File: config.mk
export PLATFORM = sky130hd
export DESIGN_NAME = spi_flash_read_seq
export DESIGN_NICKNAME = d
export VERILOG_FILES = /design/src/rtl/spi_flash_read_seq.sv
export SDC_FILE = /design/constraint.sdc
export NUM_CORES = 1
export LEC_CHECK = 0
export CORE_MARGIN = 5
export CORE_UTILIZATION = 50
export CTS_CLUSTER_DIAMETER = 50
export CTS_CLUSTER_SIZE = 12
export DETAILED_ROUTE_END_ITERATION = 8
export PLACE_DENSITY = 0.8
export SETUP_SLACK_MARGIN = 0.5
export SKIP_CTS_REPAIR_TIMING = 1
export SLEW_MARGIN = 10
export SYNTH_ARGS = -nofsm -noshare
export SYNTH_HDL_FRONTEND = slang
export SYNTH_SLANG_ARGS = --single-unit
File: constraint.sdc
create_clock -name core_clk -period 2.92 [get_ports core_clk]
set_input_delay 0.584 -clock core_clk [delete_from_list [all_inputs] [get_ports core_clk]]
set_output_delay 0.584 -clock core_clk [all_outputs]
set_load 0.05 [all_outputs]
File: src/rtl/spi_flash_read_seq.sv
// spi_flash_read_seq
//   Turns a read request (24-bit address, byte count) into a full SPI flash
//   read transaction. Drives the byte-level SPI shift engine via a start/done
//   handshake and owns chip-select. Read bytes are returned on a valid/ready stream.
//
//   Ports:
//     core_clk, core_rstn          clock, async active-low reset
//     req_valid/req_ready          request handshake; req_addr, req_len (, req_fast)
//     rsp_valid/rsp_ready          response handshake; rsp_data, rsp_last
//     busy                         high in any state other than IDLE
//     spi_csb                      flash chip select (active low, registered)
//     eng_start, eng_tx            engine byte launch (pulse) and byte to send
//     eng_done, eng_rx             engine byte completion (pulse) and received byte
//
//   Build option: define SPI_FAST_READ_EN to add the req_fast input. With
//   req_fast=1 the opcode is 0x0B and one dummy byte follows the address.
//
//   state | meaning
//   ------+-----------------------------------------------------------
//   IDLE  | csb high, accepting requests
//   CMD   | shifting the read opcode
//   A2    | shifting addr[23:16]
//   A1    | shifting addr[15:8]
//   A0    | shifting addr[7:0]
//   DUMMY | shifting the fast-read dummy byte
//   DATA  | shifting in read bytes into the response holding register
//   GAP   | csb high for CS_GAP cycles before the next request
module spi_flash_read_seq #(
  parameter int unsigned LEN_W    = 16,
  parameter int unsigned CS_GAP   = 4,
  parameter logic [7:0]  READ_CMD = 8'h03
) (
  input  logic             core_clk,
  input  logic             core_rstn,
  input  logic             req_valid,
  output logic             req_ready,
  input  logic [23:0]      req_addr,
  input  logic [LEN_W-1:0] req_len,
`ifdef SPI_FAST_READ_EN
  input  logic             req_fast,
`endif
  output logic             rsp_valid,
  input  logic             rsp_ready,
  output logic [7:0]       rsp_data,
  output logic             rsp_last,
  output logic             busy,
  output logic             spi_csb,
  output logic             eng_start,
  output logic [7:0]       eng_tx,
  input  logic             eng_done,
  input  logic [7:0]       eng_rx
);

  localparam int unsigned GAP_W    = (CS_GAP > 1) ? $clog2(CS_GAP) : 1;
  localparam logic [7:0]  FAST_CMD = 8'h0B;

  typedef enum logic [2:0] {
    S_IDLE, S_CMD, S_A2, S_A1, S_A0, S_DUMMY, S_DATA, S_GAP
  } state_t;

  state_t             state_q, state_d;
  logic [23:0]        addr_q, addr_d;
  logic [LEN_W-1:0]   rem_q, rem_d;
  logic [GAP_W-1:0]   gap_q, gap_d;
  logic               issued_q, issued_d;
  logic               csb_q, csb_d;
  logic               start_q, start_d;
  logic [7:0]         tx_q, tx_d;
  logic [7:0]         rdata_q, rdata_d;
  logic               rvalid_q, rvalid_d;
  logic               rlast_q, rlast_d;
  logic               ready_q, ready_d;
  logic               use_fast;
  logic               is_byte;
  logic [7:0]         byte_tx;
  state_t             byte_next;

`ifdef SPI_FAST_READ_EN
  logic fast_q, fast_d;
  assign use_fast = fast_q;
`else
  assign use_fast = 1'b0;
`endif

  assign req_ready = ready_q;
  assign rsp_valid = rvalid_q;
  assign rsp_data  = rdata_q;
  assign rsp_last  = rlast_q;
  assign busy      = (state_q != S_IDLE);
  assign spi_csb   = csb_q;
  assign eng_start = start_q;
  assign eng_tx    = tx_q;

  always_comb begin
    is_byte   = 1'b0;
    byte_tx   = 8'h00;
    byte_next = S_IDLE;
    case (state_q)
      S_CMD: begin
        is_byte   = 1'b1;
        byte_tx   = use_fast ? FAST_CMD : READ_CMD;
        byte_next = S_A2;
      end
      S_A2: begin
        is_byte   = 1'b1;
        byte_tx   = addr_q[23:16];
        byte_next = S_A1;
      end
      S_A1: begin
        is_byte   = 1'b1;
        byte_tx   = addr_q[15:8];
        byte_next = S_A0;
      end
      S_A0: begin
        is_byte   = 1'b1;
        byte_tx   = addr_q[7:0];
        byte_next = use_fast ? S_DUMMY : S_DATA;
      end
      S_DUMMY: begin
        is_byte   = 1'b1;
        byte_next = S_DATA;
      end
      S_DATA: begin
        is_byte   = 1'b1;
        byte_next = S_DATA;
      end
      default: ;
    endcase
  end

  always_comb begin
    state_d  = state_q;
    addr_d   = addr_q;
    rem_d    = rem_q;
    gap_d    = gap_q;
    issued_d = issued_q;
    csb_d    = csb_q;
    start_d  = 1'b0;
    tx_d     = tx_q;
    rdata_d  = rdata_q;
    rvalid_d = rvalid_q;
    rlast_d  = rlast_q;
`ifdef SPI_FAST_READ_EN
    fast_d   = fast_q;
`endif

    if (rvalid_q && rsp_ready) begin
      rvalid_d = 1'b0;
    end

    if (state_q == S_IDLE) begin
      if (req_valid && ready_q) begin
        addr_d = req_addr;
        rem_d  = req_len;
`ifdef SPI_FAST_READ_EN
        fast_d = req_fast;
`endif
        if (req_len != '0) begin
          state_d  = S_CMD;
          csb_d    = 1'b0;
          issued_d = 1'b0;
        end
      end
    end else if (state_q == S_GAP) begin
      if (gap_q == '0) begin
        state_d = S_IDLE;
      end else begin
        gap_d = gap_q - GAP_W'(1);
      end
    end else if (is_byte) begin
      // A DATA byte may only be launched when the holding register will be
      // free by the time it completes; nothing else can fill it meanwhile.
      if (!issued_q && ((state_q != S_DATA) || !rvalid_q || rsp_ready)) begin
        start_d  = 1'b1;
        tx_d     = byte_tx;
        issued_d = 1'b1;
      end else if (issued_q && eng_done) begin
        issued_d = 1'b0;
        state_d  = byte_next;
        if (state_q == S_DATA) begin
          rdata_d  = eng_rx;
          rvalid_d = 1'b1;
          rlast_d  = (rem_q == LEN_W'(1));
          rem_d    = rem_q - LEN_W'(1);
          if (rem_q == LEN_W'(1)) begin
            state_d = S_GAP;
            csb_d   = 1'b1;
            gap_d   = GAP_W'(CS_GAP - 1);
          end
        end
      end
    end

    ready_d = (state_d == S_IDLE);
  end

  always_ff @(posedge core_clk or negedge core_rstn) begin
    if (!core_rstn) begin
      state_q  <= S_IDLE;
      addr_q   <= '0;
      rem_q    <= '0;
      gap_q    <= '0;
      issued_q <= 1'b0;
      csb_q    <= 1'b1;
      start_q  <= 1'b0;
      tx_q     <= 8'h00;
      rdata_q  <= 8'h00;
      rvalid_q <= 1'b0;
      rlast_q  <= 1'b0;
      ready_q  <= 1'b0;
`ifdef SPI_FAST_READ_EN
      fast_q   <= 1'b0;
`endif
    end else begin
      state_q  <= state_d;
      addr_q   <= addr_d;
      rem_q    <= rem_d;
      gap_q    <= gap_d;
      issued_q <= issued_d;
      csb_q    <= csb_d;
      start_q  <= start_d;
      tx_q     <= tx_d;
      rdata_q  <= rdata_d;
      rvalid_q <= rvalid_d;
      rlast_q  <= rlast_d;
      ready_q  <= ready_d;
`ifdef SPI_FAST_READ_EN
      fast_q   <= fast_d;
`endif
    end
  end

endmodule

# ---- Yosys cells after proc, flatten, opt, wreduce, memory -nomap -nowiden
# Cells that the tools add are included.
dict set report classes {
  n_reduce_logical 31
  eq_ne 15
  bitwise 3
  add_sub_neg 2
  muxes 52
}
# operator count
set ops {}
lappend ops {{$mux W16} 7}
lappend ops {{$pmux W8 S4} 1}
lappend ops {{$mux W3} 10}
lappend ops {{$mux W1} 26}
lappend ops {{$eq A16 B1 Y1 const B} 1}
lappend ops {{$reduce_bool A16 Y1} 1}
lappend ops {{$reduce_bool A2 Y1} 8}
lappend ops {{$sub A16 B1 Y16 const B} 1}
lappend ops {{$mux W2} 7}
lappend ops {{$eq A3 B3 Y1 const B} 4}
lappend ops {{$pmux W3 S4} 1}
lappend ops {{$reduce_and A6 Y1} 2}
lappend ops {{$ne A2 B2 Y1 const B} 4}
lappend ops {{$reduce_and A8 Y1} 1}
lappend ops {{$reduce_and A7 Y1} 1}
lappend ops {{$eq A3 B2 Y1 const B} 2}
lappend ops {{$logic_not A3 Y1} 2}
lappend ops {{$reduce_bool A3 Y1} 2}
lappend ops {{$reduce_or A6 Y1} 1}
lappend ops {{$reduce_and A5 Y1} 1}
lappend ops {{$logic_and A1 B1 Y1} 4}
lappend ops {{$ne A2 B1 Y1 const B} 2}
lappend ops {{$reduce_and A4 Y1} 1}
lappend ops {{$eq A3 B1 Y1 const B} 1}
lappend ops {{other kinds (8)} 12}
dict set report totals {
  reg_bits 67
  output_inout_bits 22
  elab_cells 115
}

# ---- Depth between registers and ports, before layout
dict set report depth {
  depth_word 11
  ltp_mapped 8
  depth_no_buf 7
}

# ---- Worst setup path before layout
# OpenSTA, ideal clock, no wires.
dict set report synth_path {
  path_kind {register to register}
  from {reg rem_q[6]}
  to {reg rem_q[14]}
  slack_ns 0.760
  period_less_slack_ns 2.160
  path_stages_with_launch 7
  arrival_time_ns 2.080
  n_path_buf 1
  required_ns 2.841
  path_cell_list {dfrtp_1 -> buf_6 -> or4_4 -> or3_1 -> or4_4 -> a21oi_2 -> a2bb2oi_1}
}
dict set report synth_via {
  elab_chain_len 7
}
# item line_no
set synth_rtl {}
lappend synth_rtl {{start: declaration} 63} ;# logic [LEN_W-1:0] rem_q, rem_d;
lappend synth_rtl {{start signal: assignment} 217} ;# rem_q <= rem_d;
lappend synth_rtl {{$sub A16 B1 Y16} 184} ;# rem_d = rem_q - LEN_W'(1);
lappend synth_rtl {{$mux W16} 180} ;# if (state_q == S_DATA) begin
lappend synth_rtl {{$mux W16} 177} ;# end else if (issued_q && eng_done) begin
lappend synth_rtl {{$mux W16} 173} ;# if (!issued_q && ((state_q != S_DATA) || !rvalid_q || rsp_ready)) begin
lappend synth_rtl {{$mux W16} 170} ;# end else if (is_byte) begin
lappend synth_rtl {{$mux W16} 164} ;# end else if (state_q == S_GAP) begin
lappend synth_rtl {{$mux W16} 151} ;# if (state_q == S_IDLE) begin
# Every way passes these cells. The select of a mux whose other input is x is not followed.
# A chain may end at the register's enable or synchronous reset.

# ---- Worst setup path after layout
dict set report layout_path {
  from {reg csb_q (netlist: spi_csb)}
  to {out spi_csb}
}
# item line_no
set layout_lines {}
lappend layout_lines {{start: declaration} 66} ;# logic csb_q, csb_d;
lappend layout_lines {{start signal: assignment} 220} ;# csb_q <= csb_d;
lappend layout_lines {{end: declaration} 47} ;# output logic spi_csb,
# No word-level cell between the ends.

==> flow_metrics.env <==
export IMPL_initial_utilization_pct=51.13
export IMPL_synth_nets=379
export IMPL_path_buf_inv=1
export IMPL_arrival_ns=1.69
export IMPL_synthTopCellsByCount="dfrtp_1, nand2_1, a21oi_1, mux2_2, o21ai_0"
export IMPL_die_w_um=90.35
export IMPL_hp_class="in2async"
export IMPL_synth_area_leaders="dfrtp_1, mux2_2, nand2_1"
export IMPL_syn_inst=323
export IMPL_cts_sinks=67
export IMPL_p_int_mw=2.319
export IMPL_cp_max_fo=3
export IMPL_grt_overflow=0
export IMPL_die_h_um=90.35
export IMPL_slowest_stage="clkdlybuf4s50_1"
export IMPL_synth_edf_count=0
export IMPL_synth_top_area_cell="dfrtp_1"
export IMPL_finClkSkew_ns=0.006467
export IMPL_cpPeakStageDelay_ns=0.80
export IMPL_rows=29
export IMPL_wl_per_cell_um=16.63
export IMPL_crit_path_cell_trace="clkdlybuf4s50_1"
export IMPL_fp_coreArea_um2=6314
export IMPL_setup_tns_ns=0
export IMPL_grt_pass1_wl_um=13600
export IMPL_synth_most_common_cell="dfrtp_1"
export IMPL_leakagePower_nw=1.852
export IMPL_hold_viol_final=0
export IMPL_clkPwrFrac_pct=19.4
export IMPL_fmax_mhz=440.6
export IMPL_cts_buffer_depth=2
export IMPL_numCtsBuffers=9
export IMPL_finalCritPeriodShare_pct=77.73
export IMPL_dp_hpwl_um=5883
export IMPL_drc=0
export IMPL_cts_tree="built"
export IMPL_crit_family="buffers and inverters"
export IMPL_routed_wl_um=8031
export IMPL_worstReg2RegStart="rem_q[6]"
export IMPL_grt_pass1_vias=2845
export IMPL_synth_top_area_share_pct=51.16
export IMPL_final_antenna_net_count=0
export IMPL_synth_seq_cells=67
export IMPL_synth_ff_type="dfrtp_1"
export IMPL_start_kind="flip-flop"
export IMPL_fin_cells=483
export IMPL_route_vias_total=2807
export IMPL_drt_pass1_iter_count=5
export IMPL_seqPwrFrac_pct=37.5
export IMPL_setup_viol=0
export IMPL_synth_area_um2=3228
export IMPL_drt_iter0_markers=136
export IMPL_ys_async_sr_fraction_pct=100.0
export IMPL_synth_cell_type_count=47
export IMPL_nets=457
export IMPL_slew_headroom_pct=45.92
export IMPL_via_per_inst=5.812
export IMPL_io_buffers=74
export IMPL_gp_congestion=0.8979
export IMPL_worstMarginPinSlew_ns=0.8050
export IMPL_required_ns=2.34
export IMPL_drive_above_1_share_pct=15.02
export IMPL_endpoint_kind="output port"
export IMPL_clk_latency_ns=0.33
export IMPL_path_class="reg2out"
export IMPL_status="completed"
export IMPL_antennaDiodeCount=0
export IMPL_max_cap_violations=0
export IMPL_rsz0062_at_grt="no"
export IMPL_synth_seq_area_share_pct=51.98
export IMPL_comb_power_share_pct=43.2
export IMPL_yosys_warnings=0
export IMPL_antenna_found_initial=0
export IMPL_post_route_min_period_ns=2.270
export IMPL_grt_max_degree=38
export IMPL_io_pins=75
export IMPL_slew_viol_final=0
export IMPL_netSwitchingPower_mw=1.725
export IMPL_final_core_util_pct=67.46
export IMPL_grt_usage_pct=20.41
export IMPL_cts_root_buffer="clkbuf_8"
export IMPL_power_density_nw_per_um2=949.6
export IMPL_areaGrowthSynthToFinish_pct=31.94
export IMPL_die_area_um2=8163
export IMPL_placed_cells=467
export IMPL_fin_total_pwr_mw=4.044
export IMPL_clkTransAtPathRegs_ns=0.07
export IMPL_switching_share_pct=42.66
export IMPL_avgSynthCellArea_um2=9.994
export IMPL_critPathLaunch="spi_csb"
export IMPL_htreeDepth=3
export IMPL_peakVddDrop_v=0.0004959
==> metrics by stage <==
step / hold slack (ns) / setup WS (ns) / instance area [um^2]
2_1_floorplan: 0.2884 / 0.7601 / 3228
3_3_place_gp: 0.4563 / 0.6346 / 4056
5_1_grt: 0.4062 / 0.5638 / 4259
6_report: 0.3291 / 0.6504 / 4259
3_5_place_dp: 0.4632 / 0.5785 / 4056
4_1_cts: 0.3554 / 0.6267 / 4258
==> cell families after synthesis <==
kind of cell / Yosys count / share of synthesized area, %
AOI/OAI and AO/OA: 90 / 17.75
adders and majority gates: 3 / 1.163
buffers and inverters: 25 / 3.255
DFF: 67 / 51.98
muxes: 30 / 10.23
and+or+nand+nor: 108 / 15.62
==> power groups by stage <==
stage | sequential (mW) | combinational, mW | clock [mW]
after floorplan | 1.76 | 0.925 | 0
after global placement | 1.51 | 1.70 | 0
after detailed placement | 1.52 | 1.74 | 0
after CTS | 1.51 | 1.75 | 0.796
after global routing | 1.56 | 1.92 | 0.842
final | 1.52 | 1.75 | 0.783
==> state kept, by name, summed over array words and instances (netlist names) <==
name	count
spi_csb	1
rsp_valid	1
issued_q	1
rem_q	16
eng_start	1
req_ready	1
addr_q	24
rsp_data	8
gap_q	2
eng_tx	8
rsp_last	1
state_q	3
==> layer usage <==
layer  vias up  global-route usage, %  share of wire, %
met5         -                      0                 0
li1       1337                      -                 -
met2        89                  33.60                49
met1      1355                  25.73                43
met3        26                  4.083               4.5
met4         0                  9.553               3.3
==> final timing paths <==
path                              end  slack, ns  cells past startpoint
min reg2reg                  gap_q[0]       0.47                      1
max in group asynchronous  addr_q[22]       1.84                      2
max reg2reg                 rem_q[14]       0.70                      5
max                           spi_csb       0.65                      1
min in group core_clk        gap_q[0]       0.47                      1
min                         rem_q[14]       0.33                      1
==> final cells by class <==
type	instances	area, um^2
timing repair buffer	83	800.8
fill	489	2054
multi-input combinational	231	1449
clock inverter	6	63.81
inverter	9	33.78
clock buffer	10	137.6
sequential	67	1678
tap	77	96.34
==> placed cells by master (no fill, tap or decap), types with 2 or more instances in the layout <==
cell type,instances
or4_4,2
nor2_1,21
o22ai_1,8
a22oi_1,4
clkdlybuf4s50_1,72
a2bb2oi_1,2
ha_1,3
nor3_1,14
a21oi_1,24
clkinvlp_4,2
a311oi_1,2
inv_1,8
nand4_1,4
a21o_1,2
a22o_1,8
dfrtp_1,66
mux2_2,24
o2bb2ai_1,3
mux2i_1,6
buf_4,10
o21ai_0,23
nand3_1,3
clkbuf_8,10
nand2_1,45
a31oi_1,3
nor2b_1,2
or3_1,2
nor4_1,8
clkinv_2,2
No activity file was read; power rests on OpenSTA's default activity.
